$ cat src/rtl/rast_params.sv
// Shared rasterizer parameters and the triangle word carried from issue to rast.
package rast_params;

  localparam int unsigned SIGFIG = 24;
  localparam int unsigned VERTS  = 3;
  localparam int unsigned AXIS   = 3;
  localparam int unsigned COLORS = 3;

  typedef struct packed {
    logic [VERTS-1:0][AXIS-1:0][SIGFIG-1:0] tri_v;
    logic [COLORS-1:0][SIGFIG-1:0]          color;
    logic                                   last;
  } tri_word_t;

  localparam int unsigned TRI_WORD_W = $bits(tri_word_t);

endpackage

$ cat src/rtl/tri_fifo.sv
// Width-generic circular FIFO with registered full/empty/count and a combinational head read.
module tri_fifo #(
  parameter int unsigned DEPTH = 4,
  parameter int unsigned WIDTH = 8
) (
  input  logic                     clk_i,
  input  logic                     rst_ni,
  input  logic                     push_i,
  input  logic [WIDTH-1:0]         wdata_i,
  input  logic                     pop_i,
  output logic [WIDTH-1:0]         rdata_c_o,
  output logic                     full_o,
  output logic                     empty_o,
  output logic [$clog2(DEPTH):0]   count_o
);

  localparam int unsigned PTR_W = (DEPTH > 1) ? $clog2(DEPTH) : 1;
  localparam int unsigned CNT_W = $clog2(DEPTH) + 1;

  logic [WIDTH-1:0] mem_q [DEPTH];
  logic [PTR_W-1:0] wr_ptr_q, wr_ptr_d;
  logic [PTR_W-1:0] rd_ptr_q, rd_ptr_d;
  logic [CNT_W-1:0] count_q, count_d;
  logic             full_q, empty_q;
  logic             do_push, do_pop;

  // A full FIFO may still take a push when the head leaves on the same edge.
  assign do_pop  = pop_i & ~empty_q;
  assign do_push = push_i & (~full_q | do_pop);

  // Pointers wrap naturally because DEPTH is a power of two.
  always_comb begin
    wr_ptr_d = wr_ptr_q + PTR_W'(do_push);
    rd_ptr_d = rd_ptr_q + PTR_W'(do_pop);
    count_d  = count_q + CNT_W'(do_push) - CNT_W'(do_pop);
  end

  always_ff @(posedge clk_i) begin
    if (!rst_ni) begin
      wr_ptr_q <= '0;
      rd_ptr_q <= '0;
      count_q  <= '0;
      full_q   <= 1'b0;
      empty_q  <= 1'b1;
    end else begin
      wr_ptr_q <= wr_ptr_d;
      rd_ptr_q <= rd_ptr_d;
      count_q  <= count_d;
      full_q   <= (count_d == CNT_W'(DEPTH));
      empty_q  <= (count_d == '0);
    end
  end

  always_ff @(posedge clk_i) begin
    if (do_push) begin
      mem_q[wr_ptr_q] <= wdata_i;
    end
  end

  assign rdata_c_o = mem_q[rd_ptr_q];
  assign full_o    = full_q;
  assign empty_o   = empty_q;
  assign count_o   = count_q;

endmodule

$ cat src/rtl/tri_issue.sv
// Buffers upstream triangles and issues them to rast through a stall-aware output register,
// counting issued triangles per frame and pulsing frame_done_H on the last one.
module tri_issue #(
  parameter int unsigned SIGFIG = rast_params::SIGFIG,
  parameter int unsigned VERTS  = rast_params::VERTS,
  parameter int unsigned AXIS   = rast_params::AXIS,
  parameter int unsigned COLORS = rast_params::COLORS,
  parameter int unsigned DEPTH  = 4
) (
  input  logic                     clk,
  input  logic                     rst,
  input  logic signed [SIGFIG-1:0] in_tri_S [VERTS][AXIS],
  input  logic        [SIGFIG-1:0] in_color_U [COLORS],
  input  logic                     in_last_H,
  input  logic                     in_valid_H,
  output logic                     in_ready_H,
  input  logic                     halt_RnnnnL,
  output logic signed [SIGFIG-1:0] tri_R10S [VERTS][AXIS],
  output logic        [SIGFIG-1:0] color_R10U [COLORS],
  output logic                     validTri_R10H,
  output logic [31:0]              tri_count_U,
  output logic                     frame_done_H
);

  localparam int unsigned TRI_W   = SIGFIG * VERTS * AXIS;
  localparam int unsigned COL_W   = SIGFIG * COLORS;
  localparam int unsigned WORD_W  = TRI_W + COL_W + 1;
  localparam int unsigned COL_LSB = 1;
  localparam int unsigned TRI_LSB = COL_W + 1;
  localparam int unsigned CNT_W   = $clog2(DEPTH) + 1;

  logic [WORD_W-1:0] in_word;
  logic [WORD_W-1:0] head_word;
  logic [WORD_W-1:0] out_word_q, out_word_d;
  logic              out_valid_q, out_valid_d;
  logic [31:0]       count_q, count_d;
  logic              frame_done_q, frame_done_d;
  logic              fifo_full, fifo_empty;
  logic [CNT_W-1:0]  fifo_count;
  logic              push, pop, xfer;

  // Flatten the upstream triangle into one word: {tri, color, last}.
  always_comb begin
    in_word = '0;
    for (int v = 0; v < int'(VERTS); v++) begin
      for (int a = 0; a < int'(AXIS); a++) begin
        in_word[TRI_LSB + (v * AXIS + a) * SIGFIG +: SIGFIG] = in_tri_S[v][a];
      end
    end
    for (int c = 0; c < int'(COLORS); c++) begin
      in_word[COL_LSB + c * SIGFIG +: SIGFIG] = in_color_U[c];
    end
    in_word[0] = in_last_H;
  end

  assign in_ready_H = rst & ~fifo_full;
  assign push       = in_valid_H & in_ready_H;
  assign xfer       = out_valid_q & halt_RnnnnL;
  assign pop        = ~fifo_empty & (~out_valid_q | xfer);

  tri_fifo #(
    .DEPTH (DEPTH),
    .WIDTH (WORD_W)
  ) u_fifo (
    .clk_i     (clk),
    .rst_ni    (rst),
    .push_i    (push),
    .wdata_i   (in_word),
    .pop_i     (pop),
    .rdata_c_o (head_word),
    .full_o    (fifo_full),
    .empty_o   (fifo_empty),
    .count_o   (fifo_count)
  );

  // Output register: refill from the head when empty or leaving; clear data when going idle.
  always_comb begin
    out_valid_d  = out_valid_q;
    out_word_d   = out_word_q;
    count_d      = count_q;
    frame_done_d = 1'b0;
    if (xfer) begin
      out_valid_d  = 1'b0;
      out_word_d   = '0;
      frame_done_d = out_word_q[0];
      count_d      = out_word_q[0] ? 32'd0 : count_q + 32'd1;
    end
    if (pop) begin
      out_valid_d = 1'b1;
      out_word_d  = head_word;
    end
  end

  always_ff @(posedge clk) begin
    if (!rst) begin
      out_valid_q  <= 1'b0;
      out_word_q   <= '0;
      count_q      <= '0;
      frame_done_q <= 1'b0;
    end else begin
      out_valid_q  <= out_valid_d;
      out_word_q   <= out_word_d;
      count_q      <= count_d;
      frame_done_q <= frame_done_d;
    end
  end

  // Occupancy sanity: the FIFO count never exceeds DEPTH and agrees with its full flag.
  always_ff @(posedge clk) begin
    if (rst) begin
      assert (fifo_count <= CNT_W'(DEPTH) && (fifo_full == (fifo_count == CNT_W'(DEPTH))));
    end
  end

  always_comb begin
    for (int v = 0; v < int'(VERTS); v++) begin
      for (int a = 0; a < int'(AXIS); a++) begin
        tri_R10S[v][a] = out_word_q[TRI_LSB + (v * AXIS + a) * SIGFIG +: SIGFIG];
      end
    end
    for (int c = 0; c < int'(COLORS); c++) begin
      color_R10U[c] = out_word_q[COL_LSB + c * SIGFIG +: SIGFIG];
    end
  end

  assign validTri_R10H = out_valid_q;
  assign tri_count_U   = count_q;
  assign frame_done_H  = frame_done_q;

endmodule
$ cat config.mk
export PLATFORM = sky130hd
export DESIGN_NAME = tri_issue
export DESIGN_NICKNAME = d
export VERILOG_FILES = /design/src/rtl/rast_params.sv /design/src/rtl/tri_fifo.sv /design/src/rtl/tri_issue.sv
export SDC_FILE = /design/constraint.sdc
export NUM_CORES = 1
export LEC_CHECK = 0
export CELL_PAD_IN_SITES_DETAIL_PLACEMENT = 0
export CELL_PAD_IN_SITES_GLOBAL_PLACEMENT = 1
export CORE_ASPECT_RATIO = 1.1
export CORE_UTILIZATION = 25
export CTS_BUF_LIST = sky130_fd_sc_hd__clkbuf_8
export CTS_CLUSTER_DIAMETER = 120
export CTS_CLUSTER_SIZE = 30
export DETAILED_ROUTE_END_ITERATION = 12
export PLACE_DENSITY_LB_ADDON = 0.1
export SLEW_MARGIN = 0
export SYNTH_ARGS = -nofsm -noshare
export SYNTH_HDL_FRONTEND = slang
export SYNTH_SLANG_ARGS = --single-unit
$ cat constraint.sdc
create_clock -name clk -period 37 [get_ports clk]
set_input_delay 5.55 -clock clk [delete_from_list [all_inputs] [get_ports clk]]
set_output_delay 5.55 -clock clk [all_outputs]
set_load 0.02 [all_outputs]
=== After elaboration in Yosys (flattened, before gate mapping) ===
Memory sizes are Yosys's and may differ from the RTL's. A register that Yosys moved wholly into a read port is not among the register bits.
Cells that the tools add are included.

* Flip-flop bits (word level): 332
* Memory bits (writable): 1,156
* Input bits: 293
* Logic and storage cells: 38
* Memories: 1

{| class="wikitable"
|+ Memory list
! memory !! depth !! bits a word !! read ports !! clocked after memory_dff !! write ports !! line !! source
|-
| u_fifo.mem_q || 4 || 289 || 1 || 1 || 1 || tri_fifo.sv:20 || <nowiki>logic [WIDTH-1:0] mem_q [DEPTH];</nowiki>
|}

* $add $sub $neg: 5
* Equal/unequal tests: 1
* Mux-type cells: 8
* Bitwise gates (word level): 11
* Reductions and logical operators: 3

{| class="wikitable"
|+ Operator list
! cell !! count
|-
| $mux W289 || 2
|-
| $add A32 B1 Y32 const B || 1
|-
| $mux W32 || 1
|-
| $and A1 B1 Y1 || 6
|-
| $add A2 B1 Y2 || 2
|-
| $mux W1 || 4
|-
| $add A3 B1 Y3 || 1
|-
| $eq A3 B3 Y1 const B || 1
|-
| $logic_not A3 Y1 || 1
|-
| $not A1 Y1 || 3
|-
| $sub A3 B1 Y3 || 1
|-
| $mux W2 || 1
|-
| $or A1 B1 Y1 || 2
|-
| $reduce_and A2 Y1 || 1
|-
| $reduce_bool A2 Y1 || 1
|}

=== Logic depth before layout (Yosys ltp) ===
Gate-level depths: netlist of run 1.

* Depth in word-level cells: 9
* Depth in mapped cells: 12
* Gate-level depth less buffers: 10

=== By module ===
From an unflattened synthesis of run 1, not the netlist that was laid out.

* Cells, all modules: 3,319
* Area, all modules: 56,171.4 µm²

{| class="wikitable"
|+ Modules (own cells, without submodules)
! module !! times used !! cells each !! area each (µm²) !! seq. area each (µm²)
|-
| tri_fifo || 1 || 1,550 || 42,132.9 || 34,893.5
|-
| tri_issue || 1 || 1,769 || 14,038.5 || 6,466.2
|}

=== Least setup slack after synthesis of run 1 ===
No wires, ideal clock.

* Kind: input-to-reg
* Start point: input rst
* End point: memory u_fifo.mem_q[1][0] (netlist bit), enable pin
* Library setup time: 1,353 ps
* Arrival time: 26,980 ps
* Setup slack: 8,667 ps
* Cell stages on the path: 3
* Buffers on the path: 0
* Cells stage by stage: nor2b_1 nand2_1 nor3b_1

* Word-level cells in the longest chain between the ends: 5

{| class="wikitable"
|+ RTL lines
! what !! line !! source
|-
| start, declared || tri_issue.sv:11 || <nowiki>input logic rst,</nowiki>
|-
| $and A1 B1 Y1 || tri_issue.sv:56 || <nowiki>assign in_ready_H = rst & ~fifo_full;</nowiki>
|-
| $and A1 B1 Y1 || tri_issue.sv:57 || <nowiki>assign push = in_valid_H & in_ready_H;</nowiki>
|-
| $and A1 B1 Y1 || tri_fifo.sv:29 || <nowiki>assign do_push = push_i & (~full_q | do_pop);</nowiki>
|-
| $mux W1 || tri_fifo.sv:55 || <nowiki>if (do_push) begin</nowiki>
|-
| $mux W1 (not written as such) || tri_fifo.sv:56 || <nowiki>mem_q[wr_ptr_q] <= wdata_i;</nowiki>
|-
| end, declared || tri_fifo.sv:20 ||
|}

No other way between the ends.

=== Final worst setup path of run 1 ===
* Start point: input rst
* End point: output in_ready_H

* Word-level cells in the longest chain between the ends: 1

{| class="wikitable"
|+ RTL lines
! what !! line !! source
|-
| $and A1 B1 Y1 || tri_issue.sv:56 ||
|-
| end, declared || tri_issue.sv:16 || <nowiki>output logic in_ready_H,</nowiki>
|}

No other way between the ends.

==> flow_summary.json, run 1 <==
{
  "status": "finished clean",
  "r2r_start": "u_fifo.full_o",
  "route.detailed.drc": 0,
  "hold_viol": 0,
  "slowest_delay_ns": 0.70,
  "r2r_end": "u_fifo.mem_q[1][145]",
  "ff2ff_path_depth": 6,
  "cts_buffers": 58,
  "synthArstFlopShare_pct": 0,
  "grt_pass1_wl_um": 215200,
  "synth_edf_count": 1156,
  "gp_congestion": 0.7123,
  "synth.ff_latch_count": 1488,
  "synth_common_cells": "edfxtp_1, dfxtp_1, nor2_1, buf_4",
  "cts_tree": "yes",
  "drive_gt1_share_pct": 12.68,
  "wl_met2_um": 73990,
  "fin_skew_ns": 0.07218,
  "path_delay_family": "buffers and inverters",
  "path_clk_slew_ns": 0.17,
  "dp_hpwl_um": 89470,
  "rsz0062_at_grt": "no",
  "root_buffer": "clkbuf_8",
  "max_freq_mhz": 76.86,
  "p_comb_share_pct": 30.6,
  "seq_area_frac_synth_pct": 75.00,
  "postCtsSetupBuffers": 0,
  "path_max_fanout": 9,
  "nFillCells": 21630,
  "initial_core_util_pct": 25.19,
  "viasPerCell": 4.348,
  "gr-total-overflow": 0,
  "synthTopCellsByArea": "edfxtp_1, dfxtp_1, mux4_2",
  "io_buffers": 615,
  "synth.distinct_cells": 38,
  "reg2reg_slack_ns": 32.35,
  "postLayoutCellArea_um2": 63610,
  "drt_iter0_markers": 1703,
  "period_share_pct": 35.16,
  "relSlewSlack_pct": 14.60,
  "drv_cap": 0,
  "area_growth_pct": 15.35,
  "power.leakage_nw": 19.50,
  "cp_slowest_cell": "clkdlybuf4s50_1",
  "syn_area_um2": 55150,
  "clk_latency_ns": 0.90,
  "vias": 27050,
  "cpMostUsedCell": "clkdlybuf4s50_1",
  "synthCells": 2987,
  "synth-main-ff-cell": "edfxtp_1",
  "worstPathArrival_ns": 7.46,
  "grt_pass1_vias": 28280,
  "io_pins": 616,
  "period_minus_slack_ns": 13.01,
  "antenna_found_initial": 58,
  "avgSynthCellArea_um2": 18.46,
  "p_clk_share_pct": 17.0,
  "whs_endpoint": "tri_count_U[31]",
  "rows": 180,
  "cts_resized": 0,
  "cts.path.max_buffers": 3,
  "drt_first_pass_iters": 5,
  "wl_met3_um": 9894,
  "setup_violations": 0,
  "power.internal_mw": 2.649,
  "swShare_pct": 32.31,
  "pwr-share-seq_pct": 52.4,
  "drt-total-wl_um": 151900,
  "place_ws_ns": 23.89,
  "worst_pin_slew_ns": 1.281,
  "fin_nets": 3548,
  "yosysMostFrequentCell": "edfxtp_1",
  "synth_nets": 3286,
  "crit_start": "rst",
  "ir_drop_mv": 0.05327,
  "start_kind": "input pin",
  "clock_sinks": 1488,
  "worst_slack_ns": 23.99,
  "drv_slew": 0,
  "power_density_nw_per_um2": 61.53,
  "worstSetupEndpointType": "output port",
  "coreArea_um2": 218900,
  "die_area_um2": 222500,
  "dieWidth_um": 449.8,
  "p_switching_mw": 1.265,
  "whs_path_depth": 2,
  "criticalPathCategory": "input pin to output port",
  "min_path_type": "register to register",
  "die_h_um": 494.6,
  "crit_path_cell_trace": "clkdlybuf4s50_1 -> buf_4 -> nor2b_1 -> clkdlybuf4s50_1",
  "synth_warnings": 0,
  "grt_max_degree": 133,
  "avgRoutedWirePerCell_um": 24.41,
  "ant_nets": 0,
  "final_core_util_pct": 29.06,
  "placed_area_um2": 62500,
  "hold_buffers": 0,
  "synth_top_area_share_pct": 62.94,
  "hold_start": "tri_count_U[31]",
  "wl_met1_um": 64080,
  "top_layer": "met5",
  "path_buf_inv": 3,
  "setup-tns-final_ns": 0,
  "synth_area_leader_cell": "edfxtp_1",
  "grtUsageTotal_pct": 13.27,
  "cp.required_ns": 31.45,
  "htreeDepth": 2
}
## layout by cell type, fill, tap and decap left out, drive strengths merged, types with 15 or more instances in the layout
cell type,count
mux4,289
clkbuf,59
nand2,15
a21oi,21
clkdlybuf4s50,615
nor2,304
dfxtp,332
buf,45
a22oi,289
inv,54
edfxtp,1156
## worst max path at each step
stage                         end  slack (ns)  depth (start not counted)
4_1_cts                in_ready_H       23.89                          4
6_report               in_ready_H       23.99                          4
3_3_place_gp           in_ready_H       23.84                          4
3_5_place_dp           in_ready_H       23.89                          4
2_1_floorplan  u_fifo.mem_q[1][0]        8.67                          3
5_1_grt                in_ready_H       23.90                          4
## final cells by class
type	count	area, µm²	area share [%]
Timing Repair Buffer	660	6556	10.31
Clock buffer	59	812.0	1.276
Tap cell	2912	3643	5.727
Sequential cell	1488	41370	65.03
Clock inverter	49	274.0	0.4307
Antenna cell	12	30.03	0.04720
Multi-Input combinational cell	1032	10890	17.12
Inverter	9	41.29	0.06491
## power by group through the flow
stage | clock, mW | combinational [mW] | sequential (mW)
3_5_place_dp | 0 | 1.24 | 2.09
2_1_floorplan | 0 | 0.888 | 2.07
4_1_cts | 0.717 | 1.25 | 2.05
6_report | 0.665 | 1.20 | 2.05
3_3_place_gp | 0 | 1.24 | 2.08
5_1_grt | 0.758 | 1.30 | 2.07
## stage by stage
stage               hold slack (ns)  power, mW  cells
floorplan                    0.4083      2.963   2987
global placement             0.4595      3.324   6101
detailed placement           0.4862      3.333   6101
CTS                          0.5077      4.017   6209
global route                 0.5238      4.128   6213
finish                       0.5060      3.914   6221
## cells by family (layout without fill, tap and decap cells)
kind of cell	count (synthesis)	count (layout)	share of synthesized area [%]
DFF	1488	1488	75.00
buffers and inverters	467	777	5.323
and+or+nand+nor	389	389	3.086
AOI/OAI and AO/OA	333	333	4.406
muxes	289	289	11.80
xor gates and xnor gates	15	15	0.2382
adders and majority gates	6	6	0.1497
other	0	12	0
## sequential cells by signal, summed over array words and instances, names as in the netlist
signal           cells
u_fifo.mem_q      1156
frame_done_H         1
out_word_q         289
u_fifo.count_o       3
u_fifo.empty_o       1
u_fifo.wr_ptr_q      2
tri_count_U         32
validTri_R10H        1
u_fifo.rd_ptr_q      2
u_fifo.full_o        1
## worst min-delay path, stage by stage, from the launching register on
cell and delay (ns):
dfxtp_1 0.36, o31ai_1 0.07, a21oi_1 0.06
## metal layers
layer,vias to the layer above,track usage [%]
met2,681,22.47
met5,-,0
met1,14200,16.78
met3,203,3.623
li1,11910,-
met4,54,3.090
(Power assumes the default switching activity.)
==> run 2: changes to the inputs <==
==> constraint.sdc (replaced) <==
create_clock -name clk -period 13.6 [get_ports clk]
set_input_delay 2.04 -clock clk [delete_from_list [all_inputs] [get_ports clk]]
set_output_delay 2.04 -clock clk [all_outputs]
set_load 0.02 [all_outputs]
==> run 2 against run 1 <==
Wire length is 0.68% lower. Sequential cell count is the same. Design area about the same. Hold slack worse by 0.015 ns. Sequential share of layout area barely moved. Setup slack worse by 16 ns. Via count shrank 0.42%. Die area unchanged. Non-clock buffer count is 9 lower. Critical endpoint is now u_fifo.mem_q[2][48]. Highest routed layer unchanged.
==> flow_summary.json, run 2 (synthesized netlist as in run 1, its figures left out) <==
{
  "path_max_fanout": 54,
  "criticalPathCategory": "input pin to register",
  "timing.hold.ws_ns": 0.4910,
  "reg2reg_slack_ns": 9.34,
  "cts_buffers": 57,
  "status": "finished clean",
  "fin_skew_ns": 0.05287,
  "min_path_type": "register to register",
  "setup-tns-final_ns": 0,
  "die_area_um2": 222500,
  "ant_nets": 0,
  "clk_latency_ns": 0.89,
  "finalPower_mw": 10.64,
  "cp.required_ns": 14.13,
  "r2r_end": "u_fifo.mem_q[2][48]",
  "grt_pass1_vias": 28050,
  "area_growth_pct": 15.31,
  "fin_nets": 3538,
  "cp_slowest_cell": "clkdlybuf4s50_1",
  "dp.cells": 6092,
  "postCtsSetupBuffers": 0,
  "drt_first_pass_iters": 5,
  "drive_gt1_share_pct": 12.42,
  "place_ws_ns": 6.618,
  "gp_congestion": 0.7311,
  "worst_pin_slew_ns": 1.172,
  "viasPerCell": 4.341,
  "grt_pass1_wl_um": 214600,
  "final_common_cell": "edfxtp_1",
  "p_switching_mw": 3.419,
  "r2r_start": "u_fifo.full_o",
  "p_clk_share_pct": 16.9,
  "dieWidth_um": 449.8,
  "cts.path.max_buffers": 3,
  "drt_iter0_markers": 1504,
  "p_comb_share_pct": 30.5,
  "path_clk_slew_ns": 0.18,
  "rsz0062_at_grt": "no",
  "drt-total-wl_um": 150800,
  "final_core_util_pct": 29.05,
  "power_density_nw_per_um2": 167.3,
  "initial_core_util_pct": 25.19,
  "crit_start": "rst",
  "wl_met3_um": 8895,
  "route.detailed.drc": 0,
  "max_freq_mhz": 169.5,
  "cpMostUsedCell": "buf_4",
  "pwr-share-seq_pct": 52.6,
  "swShare_pct": 32.13,
  "hold_buffers": 0,
  "hold_viol": 0,
  "finalNonFillerCells": 6206,
  "worstSetupEndpointType": "register",
  "ir_drop_mv": 0.1457,
  "start_kind": "input pin",
  "ff2ff_path_depth": 8,
  "clock_sinks": 1488,
  "drv_cap": 0,
  "gr-total-overflow": 0,
  "slowest_delay_ns": 0.80,
  "drv_slew": 0,
  "top_layer": "met5",
  "worstPathArrival_ns": 6.43,
  "cts_tree": "yes",
  "die_h_um": 494.6,
  "path_buf_inv": 5,
  "final_cell_mix": "edfxtp_1, clkdlybuf4s50_1, dfxtp_1, nor2_1",
  "placed_area_um2": 62510,
  "io_buffers": 615,
  "antenna_found_initial": 63,
  "power.leakage_nw": 19.45,
  "worst_slack_ns": 7.701,
  "top_register": "u_fifo.mem_q",
  "largest_reg_flops": 1156,
  "setup_violations": 0,
  "avgRoutedWirePerCell_um": 24.31,
  "root_buffer": "clkbuf_8",
  "grtUsageTotal_pct": 13.21,
  "power.internal_mw": 7.223,
  "cts_resized": 0,
  "rows": 180,
  "relSlewSlack_pct": 21.86,
  "wl_met2_um": 74010,
  "path_delay_family": "buffers and inverters",
  "vias": 26940,
  "grt_max_degree": 152,
  "period_minus_slack_ns": 5.899,
  "path_depth": 9,
  "crit_path_cell_trace": "clkdlybuf4s50_1 -> nor2b_1 -> nand2_1 -> inv_1 -> nand2_1 -> nor2_4 -> buf_4 -> buf_4 -> buf_4",
  "setup.worst_path.end": "u_fifo.mem_q[2][48]",
  "period_share_pct": 43.37,
  "wl_met1_um": 65430,
  "io_pins": 616,
  "coreArea_um2": 218900,
  "postLayoutCellArea_um2": 63590,
  "htreeDepth": 2,
  "dp_hpwl_um": 90200
}
## run 2: layout make-up
cell class	instances	area [µm²]
clock inverters	47	256.5
inverters	9	41.29
repair buffers	651	6551
multi-input cells	1032	10900
clock buffers	59	812.0
well taps	2912	3643
flip-flops and latches	1488	41370
fillers	21640	155300
diodes	8	20.02
## run 2: worst reg2reg max path: stages, from the launching register on
cell     delay [ns]
dfxtp_1        0.41
nor2b_1        0.21
nand2_1        0.30
inv_1          0.24
nand2_1        0.11
nor2_4         0.11
buf_4          0.66
buf_4          0.86
buf_4          0.89
## run 2: worst min path at each step
stage / depth (start not counted) / slack (ns) / endpoint / startpoint
final: 2 / 0.49 / tri_count_U[31] / tri_count_U[31]
after detailed placement: 2 / 0.48 / tri_count_U[31] / tri_count_U[31]
after global routing: 2 / 0.53 / tri_count_U[31] / tri_count_U[31]
after global placement: 2 / 0.46 / tri_count_U[31] / tri_count_U[31]
after floorplan: 1 / 0.41 / validTri_R10H / u_fifo.empty_o
after CTS: 2 / 0.50 / tri_count_U[31] / tri_count_U[31]
## run 2: routing by layer
metal / vias up / GRT usage (%)
met2: 600 / 22.39
met3: 180 / 3.301
met1: 14230 / 17.22
met5: - / 0
met4: 52 / 2.221
li1: 11880 / -
## run 2: power by group through the flow
stage	Combinational (mW)	Sequential, mW	Clock (mW)
global placement	3.34	5.70	0
detailed placement	3.36	5.72	0
CTS	3.37	5.61	1.93
global route	3.51	5.66	2.04
finish	3.24	5.60	1.80
floorplan	2.42	5.58	0
==> run 3: changes to the inputs <==
==> constraint.sdc (replaced) <==
create_clock -name clk -period 5.85 [get_ports clk]
set_input_delay 0.8775 -clock clk [delete_from_list [all_inputs] [get_ports clk]]
set_output_delay 0.8775 -clock clk [all_outputs]
set_load 0.02 [all_outputs]
==> run 3 against run 2 <==
Die area stayed put. Cell count is 0.11% higher. Sequential cell count stayed put. Setup slack worse by 5.4 ns. Global-route usage is 0.18 points higher. Via count is 1.4% higher.
==> flow_summary.json, run 3 (synthesized netlist as in run 1, its figures left out) <==
{
  "status": "finished clean",
  "fin_nets": 3549,
  "antenna_found_initial": 63,
  "ff2ff_path_depth": 10,
  "whs_path_depth": 2,
  "drv_slew": 0,
  "worstPathArrival_ns": 2.67,
  "period_minus_slack_ns": 3.551,
  "crit_path_cell_trace": "clkdlybuf4s50_1 -> nor2b_4 -> clkdlybuf4s50_1",
  "ant_nets": 0,
  "drv_cap": 0,
  "io_buffers": 615,
  "drt_iter0_markers": 1711,
  "htreeDepth": 2,
  "coreArea_um2": 218900,
  "final_cell_mix": "edfxtp_1, clkdlybuf4s50_1, dfxtp_1, nor2_1",
  "rsz0062_at_grt": "no",
  "route.detailed.drc": 0,
  "avgRoutedWirePerCell_um": 24.61,
  "area_growth_pct": 16.01,
  "cp_slowest_cell": "clkdlybuf4s50_1",
  "io_pins": 616,
  "worst_pin_slew_ns": 1.108,
  "ir_drop_mv": 0.4380,
  "rows": 180,
  "criticalPathCategory": "input pin to output port",
  "slowest_delay_ns": 0.76,
  "dieWidth_um": 449.8,
  "vias": 27320,
  "postCtsSetupBuffers": 0,
  "cpMostUsedCell": "clkdlybuf4s50_1",
  "grtUsageTotal_pct": 13.39,
  "die_h_um": 494.6,
  "cp.required_ns": 4.97,
  "power_density_nw_per_um2": 388.7,
  "path_max_fanout": 9,
  "finalPower_mw": 24.87,
  "hold_viol": 0,
  "viasPerCell": 4.398,
  "max_freq_mhz": 281.6,
  "grt_pass1_wl_um": 217200,
  "worstSetupEndpointType": "output port",
  "dp_hpwl_um": 91470,
  "grt_pass1_vias": 28450,
  "gr-total-overflow": 0,
  "path_clk_slew_ns": 0.18,
  "initial_core_util_pct": 25.19,
  "root_buffer": "clkbuf_8",
  "finalNonFillerCells": 6213,
  "relSlewSlack_pct": 26.16,
  "cts.path.max_buffers": 3,
  "dp.cells": 6102,
  "timing.hold.ws_ns": 0.4966,
  "cts_tree": "yes",
  "drt_first_pass_iters": 5,
  "top_register": "u_fifo.mem_q",
  "start_kind": "input pin",
  "period_share_pct": 60.70,
  "power.leakage_nw": 19.58,
  "fin_skew_ns": 0.03722,
  "final_common_cell": "edfxtp_1",
  "grt_max_degree": 127,
  "clk_latency_ns": 0.89,
  "cts_resized": 0,
  "hold_buffers": 0,
  "cts_buffers": 58,
  "min_path_type": "register to register",
  "drt-total-wl_um": 152900,
  "die_area_um2": 222500,
  "clock_sinks": 1488,
  "drive_gt1_share_pct": 12.90,
  "gp_congestion": 0.7184,
  "largest_reg_flops": 1156,
  "setup_violations": 0
}
-- run 3: layer usage --
layer,track usage [%],up-vias,routed length [µm]
met5,0,-,316
met4,2.493,48,2582
met3,3.315,182,9038
met2,22.48,673,74700
met1,17.54,14520,66290
li1,-,11900,-
-- run 3: per-stage QoR --
step           worst slack, ns  TNS [ns]  utilization, %  area [µm²]
6_report                 2.299         0           29.23       63980
5_1_grt                  2.226         0           29.22       63970
4_1_cts                  2.236         0           29.22       63960
3_5_place_dp             1.740         0           28.71       62850
3_3_place_gp             1.789         0           28.71       62850
2_1_floorplan           -3.059  -2521.02               -       55190
-- run 3: report_power, final --
part | switching, mW | leakage (nW) | internal [mW]
combinational | 4.15 | 5.69 | 3.44
clock | 3.18 | 0.675 | 1.06
sequential | 0.653 | 13.2 | 12.4
-- run 3: layout make-up --
cell class                 instances  area, µm²
sequential                      1488      41370
tap                             2912       3643
timing repair buffer             661       6877
clock inverter                    44      275.3
clock buffer                      61      839.6
inverter                           9      41.29
antenna                            6      15.01
multi-input combinational       1032      10920
fill                           21620     154900
-- run 3: final timing paths --
kind | slack, ns | end | start
hold reg to reg | 0.50 | tri_count_U[31] | tri_count_U[31]
setup reg to reg | 3.05 | u_fifo.full_o | validTri_R10H
hold / removal | 0.50 | tri_count_U[31] | tri_count_U[31]
setup / recovery | 2.30 | in_ready_H | rst
-- run 3: worst max-delay path: cells and delay by family --
family / cells / cell delay, ns
and+or+nand+nor: 1 / 0.27
buffers and inverters: 2 / 1.51
